### src/rtl/pol_rd_sched.sv
`default_nettype none
// ============================================================================
// Module   : pol_rd_sched
// Brief    : Round-robin GLB read scheduler for POOL_CORE pooling cores, with
//            in-order return steering and flush/drain handshake.
//            Optional POL_SCH_PERF_EN adds grant/stall counters on SCHCCU_Perf.
// Revision : 1.0 - initial release
// ============================================================================
module pol_rd_sched #(
    parameter int POOL_CORE      = 6,
    parameter int POOL_COMP_CORE = 64,
    parameter int IDX_WIDTH      = 10,
    parameter int ACT_WIDTH      = 8,
    parameter int OUT_AW         = 2
) (
    input  logic                                clk,
    input  logic                                Reset,
    input  logic [POOL_CORE-1:0]                POLSCH_AddrVld,
    input  logic [IDX_WIDTH*POOL_CORE-1:0]      POLSCH_Addr,
    output logic [POOL_CORE-1:0]                SCHPOL_AddrRdy,
    output logic                                SCHGLB_AddrVld,
    output logic [IDX_WIDTH-1:0]                SCHGLB_Addr,
    input  logic                                GLBSCH_AddrRdy,
    input  logic [ACT_WIDTH*POOL_COMP_CORE-1:0] GLBSCH_Ofm,
    input  logic                                GLBSCH_OfmVld,
    output logic                                SCHGLB_OfmRdy,
    output logic [ACT_WIDTH*POOL_COMP_CORE-1:0] SCHPOL_Ofm,
    output logic [POOL_CORE-1:0]                SCHPOL_OfmVld,
    input  logic [POOL_CORE-1:0]                POLSCH_OfmRdy,
    input  logic                                CCUSCH_Flush,
    output logic                                SCHCCU_FlushDone
`ifdef POL_SCH_PERF_EN
   ,output logic [16*(POOL_CORE+1)-1:0]         SCHCCU_Perf
`endif
);

    localparam int                  c_PTR_W    = (POOL_CORE > 1) ? $clog2(POOL_CORE) : 1;
    localparam int                  c_DEPTH    = 1 << OUT_AW;
    localparam logic [OUT_AW:0]     c_CNT_FULL = (OUT_AW+1)'(c_DEPTH);
    localparam logic [c_PTR_W-1:0]  c_LAST     = c_PTR_W'(POOL_CORE-1);
    localparam logic [POOL_CORE-1:0] c_OH0     = POOL_CORE'(1);

    typedef enum logic [1:0] {
        S_RUN   = 2'd0,
        S_DRAIN = 2'd1,
        S_DONE  = 2'd2,
        S_HOLD  = 2'd3
    } state_t;

    state_t                 r_state;
    state_t                 w_state_nxt;
    logic                   w_run;

    logic [c_PTR_W-1:0]     r_rr_ptr;
    logic                   r_out_vld;
    logic [IDX_WIDTH-1:0]   r_out_addr;
    logic [OUT_AW:0]        r_cnt;
    logic [OUT_AW-1:0]      r_wr_ptr;
    logic [OUT_AW-1:0]      r_rd_ptr;
    logic [c_PTR_W-1:0]     r_tag_mem [c_DEPTH];

    logic                   w_stage_pop;
    logic                   w_stage_free;
    logic                   w_not_full;
    logic                   w_grant_en;
    logic                   w_gnt_found;
    logic [c_PTR_W-1:0]     w_gnt_idx;
    logic [c_PTR_W-1:0]     w_cand;
    logic                   w_accept;
    logic [IDX_WIDTH-1:0]   w_gnt_addr;
    logic                   w_q_nonempty;
    logic [c_PTR_W-1:0]     w_head;
    logic                   w_ret_pop;

    assign w_stage_pop  = r_out_vld & GLBSCH_AddrRdy;
    assign w_stage_free = ~r_out_vld | GLBSCH_AddrRdy;
    assign w_not_full   = (r_cnt != c_CNT_FULL);
    assign w_grant_en   = w_run & w_stage_free & w_not_full;

    // Search upward from the pointer; first requesting core wins
    always_comb begin
        w_gnt_found = 1'b0;
        w_gnt_idx   = '0;
        w_cand      = '0;
        for (int k = 0; k < POOL_CORE; k++) begin
            w_cand = c_PTR_W'((int'(r_rr_ptr) + k) % POOL_CORE);
            if (!w_gnt_found && POLSCH_AddrVld[w_cand]) begin
                w_gnt_found = 1'b1;
                w_gnt_idx   = w_cand;
            end
        end
    end

    assign w_accept       = w_grant_en & w_gnt_found;
    assign SCHPOL_AddrRdy = w_accept ? (c_OH0 << w_gnt_idx) : '0;
    assign w_gnt_addr     = POLSCH_Addr[IDX_WIDTH*w_gnt_idx +: IDX_WIDTH];

    assign SCHGLB_AddrVld = r_out_vld;
    assign SCHGLB_Addr    = r_out_addr;

    // Return path: head tag selects the destination core, data is broadcast
    assign w_q_nonempty   = (r_cnt != '0);
    assign w_head         = r_tag_mem[r_rd_ptr];
    assign SCHPOL_OfmVld  = (GLBSCH_OfmVld & w_q_nonempty) ? (c_OH0 << w_head) : '0;
    assign SCHGLB_OfmRdy  = w_q_nonempty & POLSCH_OfmRdy[w_head];
    assign SCHPOL_Ofm     = GLBSCH_Ofm;
    assign w_ret_pop      = GLBSCH_OfmVld & SCHGLB_OfmRdy;

    always_ff @(posedge clk) begin
        if (Reset) begin
            r_rr_ptr   <= '0;
            r_out_vld  <= 1'b0;
            r_out_addr <= '0;
            r_cnt      <= '0;
            r_wr_ptr   <= '0;
            r_rd_ptr   <= '0;
        end else begin
            if (w_accept) begin
                r_rr_ptr   <= (w_gnt_idx == c_LAST) ? '0 : w_gnt_idx + 1'b1;
                r_out_vld  <= 1'b1;
                r_out_addr <= w_gnt_addr;
                r_wr_ptr   <= r_wr_ptr + 1'b1;
            end else if (w_stage_pop) begin
                r_out_vld  <= 1'b0;
            end
            if (w_ret_pop) begin
                r_rd_ptr <= r_rd_ptr + 1'b1;
            end
            case ({w_accept, w_ret_pop})
                2'b10:   r_cnt <= r_cnt + 1'b1;
                2'b01:   r_cnt <= r_cnt - 1'b1;
                default: r_cnt <= r_cnt;
            endcase
        end
    end

    always_ff @(posedge clk) begin
        if (w_accept) begin
            r_tag_mem[r_wr_ptr] <= w_gnt_idx;
        end
    end

    always_ff @(posedge clk) begin
        if (Reset) begin
            r_state <= S_RUN;
        end else begin
            r_state <= w_state_nxt;
        end
    end

    // HOLD keeps grants off after the done pulse until flush is released
    always_comb begin
        w_state_nxt      = r_state;
        w_run            = 1'b0;
        SCHCCU_FlushDone = 1'b0;
        case (r_state)
            S_RUN: begin
                w_run = 1'b1;
                if (CCUSCH_Flush) begin
                    w_state_nxt = S_DRAIN;
                end
            end
            S_DRAIN: begin
                if ((r_cnt == '0) && !r_out_vld) begin
                    w_state_nxt = S_DONE;
                end
            end
            S_DONE: begin
                SCHCCU_FlushDone = 1'b1;
                w_state_nxt      = CCUSCH_Flush ? S_HOLD : S_RUN;
            end
            S_HOLD: begin
                if (!CCUSCH_Flush) begin
                    w_state_nxt = S_RUN;
                end
            end
            default: w_state_nxt = S_RUN;
        endcase
    end

`ifdef POL_SCH_PERF_EN
    logic        w_stall;
    logic [15:0] r_stall_cnt;

    assign w_stall = (|POLSCH_AddrVld) & w_run & ~w_not_full;

    always_ff @(posedge clk) begin
        if (Reset) begin
            r_stall_cnt <= '0;
        end else if (w_stall && (r_stall_cnt != 16'hFFFF)) begin
            r_stall_cnt <= r_stall_cnt + 16'd1;
        end
    end

    assign SCHCCU_Perf[16*POOL_CORE +: 16] = r_stall_cnt;

    genvar gi;
    generate
        for (gi = 0; gi < POOL_CORE; gi++) begin : g_perf_core
            logic [15:0] r_gnt_cnt;
            always_ff @(posedge clk) begin
                if (Reset) begin
                    r_gnt_cnt <= '0;
                end else if (SCHPOL_AddrRdy[gi] && POLSCH_AddrVld[gi] && (r_gnt_cnt != 16'hFFFF)) begin
                    r_gnt_cnt <= r_gnt_cnt + 16'd1;
                end
            end
            assign SCHCCU_Perf[16*gi +: 16] = r_gnt_cnt;
        end
    endgenerate
`endif

endmodule
`default_nettype wire

### config.mk
export PLATFORM = sky130hd
export DESIGN_NAME = pol_rd_sched
export DESIGN_NICKNAME = d
export VERILOG_FILES = /design/src/rtl/pol_rd_sched.sv
export SDC_FILE = /design/constraint.sdc
export NUM_CORES = 1
export LEC_CHECK = 0
export CORE_AREA = 2 2 438 440
export DETAILED_ROUTE_END_ITERATION = 10
export DIE_AREA = 0 0 440 442
export PLACE_DENSITY = 0.34
export SLEW_MARGIN = 10
export SYNTH_ARGS = -nofsm -noshare
export SYNTH_HDL_FRONTEND = slang
export SYNTH_SLANG_ARGS = --single-unit
### constraint.sdc
create_clock -name clk -period 10.25 [get_ports clk]
set_input_delay 2.5625 -clock clk [delete_from_list [all_inputs] [get_ports clk]]
set_output_delay 2.5625 -clock clk [all_outputs]
set_load 0.05 [all_outputs]
==> impl_results.md, run 1 <==
- Synth Area per Inst: between 8 and 9 sq um
- Overall routed net length: 74300 um
- Setup_tns: 0 ns
- Pins Over Slew Limit: 0
- Fin Hold WS: around 0.50 ns
- Achievable Freq: between 100 and 150 MHz
- Prevailing post-synth register cell: dfxtp_1
- Port Buffers: 101
- Syn_nets: around 1500
- Post-DP HPWL: 70300 um
- Status: finished clean
- Antenna Nets Post-Route: 0
- Initial Util: 3.76%
- Die H: roughly 440 um
- CTS Buffer Depth: 2
- # IOs: about 1100
- P&R area growth vs syn: 5.95%
- Reg2Reg Depth: 19
- Via count: between 4000 and 5000
- Crit path largest cell delay: a little over 0.8 ns
- Placeable Area: between 150000 and 200000 sq um
- Buf/Inv on CP: 4
- Seq/Total Area, Yosys: roughly an eighth
- Final Hold Viols: 0
- Number of cells on the critical path: 12
- Critical path class: in -> out
- Most frequent CP cell: clkdlybuf4s50_1
- Synthesized instance count: between 800 and 900
- Post-CTS Setup Inserts: 0
- Clock Tree Root: clkbuf_16
- Slew HR: 40.4%
- Dpl cells: between 2000 and 3000
- Hold Path Class: reg -> reg
- Max-cap viol count: 0
- GPL Wtd Cong: approximately 0.8
- Crit path arrival time: about 6.5 ns
- Crit path max-delay family: buffers and inverters
- CTS Buf Count: 5
- Req. time, crit path: ~7.7 ns
- Ys async rst share: 0%
- Crit-path max FO: 18
- Final cycle utilization of the critical path: 88.3%
- WHS Path Cells: 2
- Unique masters post-synth: 76
- First-pass GRT wire length: ~83000 um
- Crit-path cells: clkdlybuf4s50_1, mux2i_1, nor3_1, a32o_1, nand3b_4, nor3b_1, a211oi_1, o41a_1, buf_4, clkinv_1, nor2_1, clkdlybuf4s50_1
- Wire length per cell: around 25 um
- Lkg Pwr: ~1.8 nW
- Final setup viols: 0
- Yosys reg bits: 37
- Horiz. Die Dim: ~440 um
- Vias per cell: about 1.4
- Crit. End Element: output pin
- CTS tree: done
- Clock skew: slightly below 0.009 ns
- Non-filler cells, final: 2973
- Initial antenna violation count: 1
- Net count, final: roughly 1100
- Slowest CP cell: clkdlybuf4s50_1
- Residual DRC: 0
- Largest net degree at the start of global routing: 28
- Die Area: about 200000 sq um
- Share of layout cells above drive strength 1: 12.1%
- CTS resizes: 0
- RSZ-0062 raised after global routing: false
- Startpoint Class: input port
- DRT iter0 DRCs: between 200 and 250
- Worst-Skew Late Latency: 0.29 ns
- Global-route usage over all layers: 7.27%
- Clock slew at reported path FFs: ~0.060 ns
- H-tree levels: 2
- Row count: 160
- Antenna Diode Count: 0
- PD cells: 228 nW/um^2
- Clock sinks: 37
- Cts hold-fix bufs: 0
- Vias in the first global route: ~4200
- Drt pass-1 iters: 4
- Grt ovf: 0
- Post-synth EDFFs: 12
- Worst-Margin Slew: 0.893 ns
- Total power: roughly 0.0017 W
- Cell area after synthesis: between 7000 and 8000 sq um
- VDD IR-drop max: between 0.0001 and 0.00015 V
- Synth warn: 0
- Min Tclk post-route: 9.06 ns
## where the power goes
part	internal (W)	switching, W
logic	0.000474	0.000803
registers	0.000220	0.0000409
clock network	0.000114	0.0000708
## sequential cells by signal, summed over array words and instances, names as in the netlist, named ones only
name,count
r_state,2
r_rr_ptr,3
r_wr_ptr,2
SCHGLB_Addr,10
r_cnt,3
r_tag_mem,12
SCHGLB_AddrVld,1
r_rd_ptr,2
## synth_stat cells, types with 2 or more instances
cell type    n  share of area [%]
buf_4      513                 54
nor2_1      37                1.9
dfxtp_1     25                7.0
inv_1       24                1.3
ha_1        19                3.3
mux2i_1     18                2.5
nand2_1     18               0.95
nand3_1     17                1.2
a21oi_1     16                1.1
or3_1       16                1.4
mux2_2      13                2.1
edfxtp_1    12                5.1
a22oi_1     11                1.2
mux2_1      10                1.6
xnor2_1      8               0.98
nor2b_1      7               0.61
o21ai_0      7               0.49
and3_1       6               0.53
nand2b_1     6               0.53
a211oi_1     5               0.53
buf_6        5               0.79
nor3_1       5               0.35
clkbuf_1     4               0.21
buf_2        3               0.21
mux4_2       3               0.95
nand3b_1     3               0.32
xor2_1       3               0.37
a211oi_2     2               0.35
a21oi_2      2               0.25
a32o_1       2               0.28
and2_1       2               0.18
mux2_4       2               0.42
nor3_2       2               0.28
o2111ai_1    2               0.25
o211ai_1     2               0.21
xnor2_2      2               0.46
## cells by family after synthesis
logic type,share of synthesized area (%)
buf+inv,57.1
compound gates,7.32
mux,7.72
flops,12.1
fa+ha+maj,3.61
simple gates,10.4
xor+xnor,1.81
## placed cells by master (no fill, tap or decap), types with 2 or more instances in the layout
cell type,synthesis,layout
a21oi_1,16,16
nor3_1,5,5
xnor2_2,2,2
nand2b_1,6,6
o21ai_0,7,7
inv_1,24,24
edfxtp_1,12,12
or3_1,16,16
mux2i_1,18,18
clkinv_1,1,2
a32o_1,2,2
xnor2_1,8,8
nor2b_1,7,7
nor3_2,2,2
xor2_1,3,3
and2_1,2,2
o211ai_1,2,2
a21oi_2,2,2
mux2_2,13,13
nand3b_1,3,3
nor2_1,37,37
nand3_1,17,17
clkbuf_16,0,5
mux2_4,2,2
nand2_1,18,18
a22oi_1,11,11
and3_1,6,6
a211oi_1,5,5
dfxtp_1,25,25
buf_4,513,8
mux2_1,10,10
a211oi_2,2,2
mux4_2,3,3
clkdlybuf4s50_1,0,101
ha_1,19,19
## cell type report
type | instances | area, sq um
fill | 22443 | 182000
tap | 2511 | 3140
multi-input combinational | 281 | 2210
timing repair buffer | 109 | 1070
sequential | 37 | 861
clock buffer | 5 | 125
inverter | 27 | 109
clock inverter | 3 | 41.3
## worst reg2reg max path, stage by stage, from the launching register on
cell	delay, ns
dfxtp_1	0.79
inv_1	0.38
ha_1	0.39
a21oi_2	0.27
inv_1	0.12
ha_1	0.29
inv_1	0.05
a311o_1	0.34
and3_1	0.18
o22a_1	0.23
nor3_1	0.26
nand2_1	0.11
o2111ai_2	0.54
buf_4	0.40
ha_1	0.23
inv_1	0.06
fa_1	0.38
xor2_1	0.16
or3_1	0.31
a21oi_1	0.14
## final timing paths
check	slack [ns]	endpoint	startpoint
worst min-delay path	0.50	r_state[1]$_SDFFE_PP0P_	r_state[1]$_SDFFE_PP0P_
worst max-delay path	1.19	SCHPOL_AddrRdy[4]	POLSCH_AddrVld[4]
worst max register to register	4.56	r_cnt[2]$_SDFFE_PP0P_	r_rr_ptr[1]$_SDFFE_PP0P_
worst min register to register	0.50	r_state[1]$_SDFFE_PP0P_	r_state[1]$_SDFFE_PP0P_
## routing by layer
metal / vias to the layer above / GRT usage (%) / part of all wire [%]
li1: 1513 / - / -
met1: 1722 / 3.24 / 16
met2: 641 / 11.0 / 43
met3: 138 / 13.0 / 38
met4: 2 / 2.13 / 3.2
met5: - / 0.471 / 0.043
## per-stage QoR
step	setup WS [ns]	area (sq um)	util, %
after floorplan	2.67	7130	-
after global placement	1.02	7390	3.90
after detailed placement	1.08	7390	3.90
after CTS	1.08	7550	3.98
after global routing	0.932	7550	3.98
final	1.19	7550	3.98
(Power assumes the default switching activity.)
==> run 2, diff against run 1 <==
--- a/config.mk
+++ b/config.mk
@@ -6,6 +6,7 @@
 export NUM_CORES = 1
 export LEC_CHECK = 0
 export CORE_AREA = 2 2 438 440
+export CTS_CLUSTER_DIAMETER = 50
 export DETAILED_ROUTE_END_ITERATION = 10
 export DIE_AREA = 0 0 440 442
 export PLACE_DENSITY = 0.34
==> results of run 2 <==
Same layout as run 1: the final DEF is identical, and so are final timing and power.
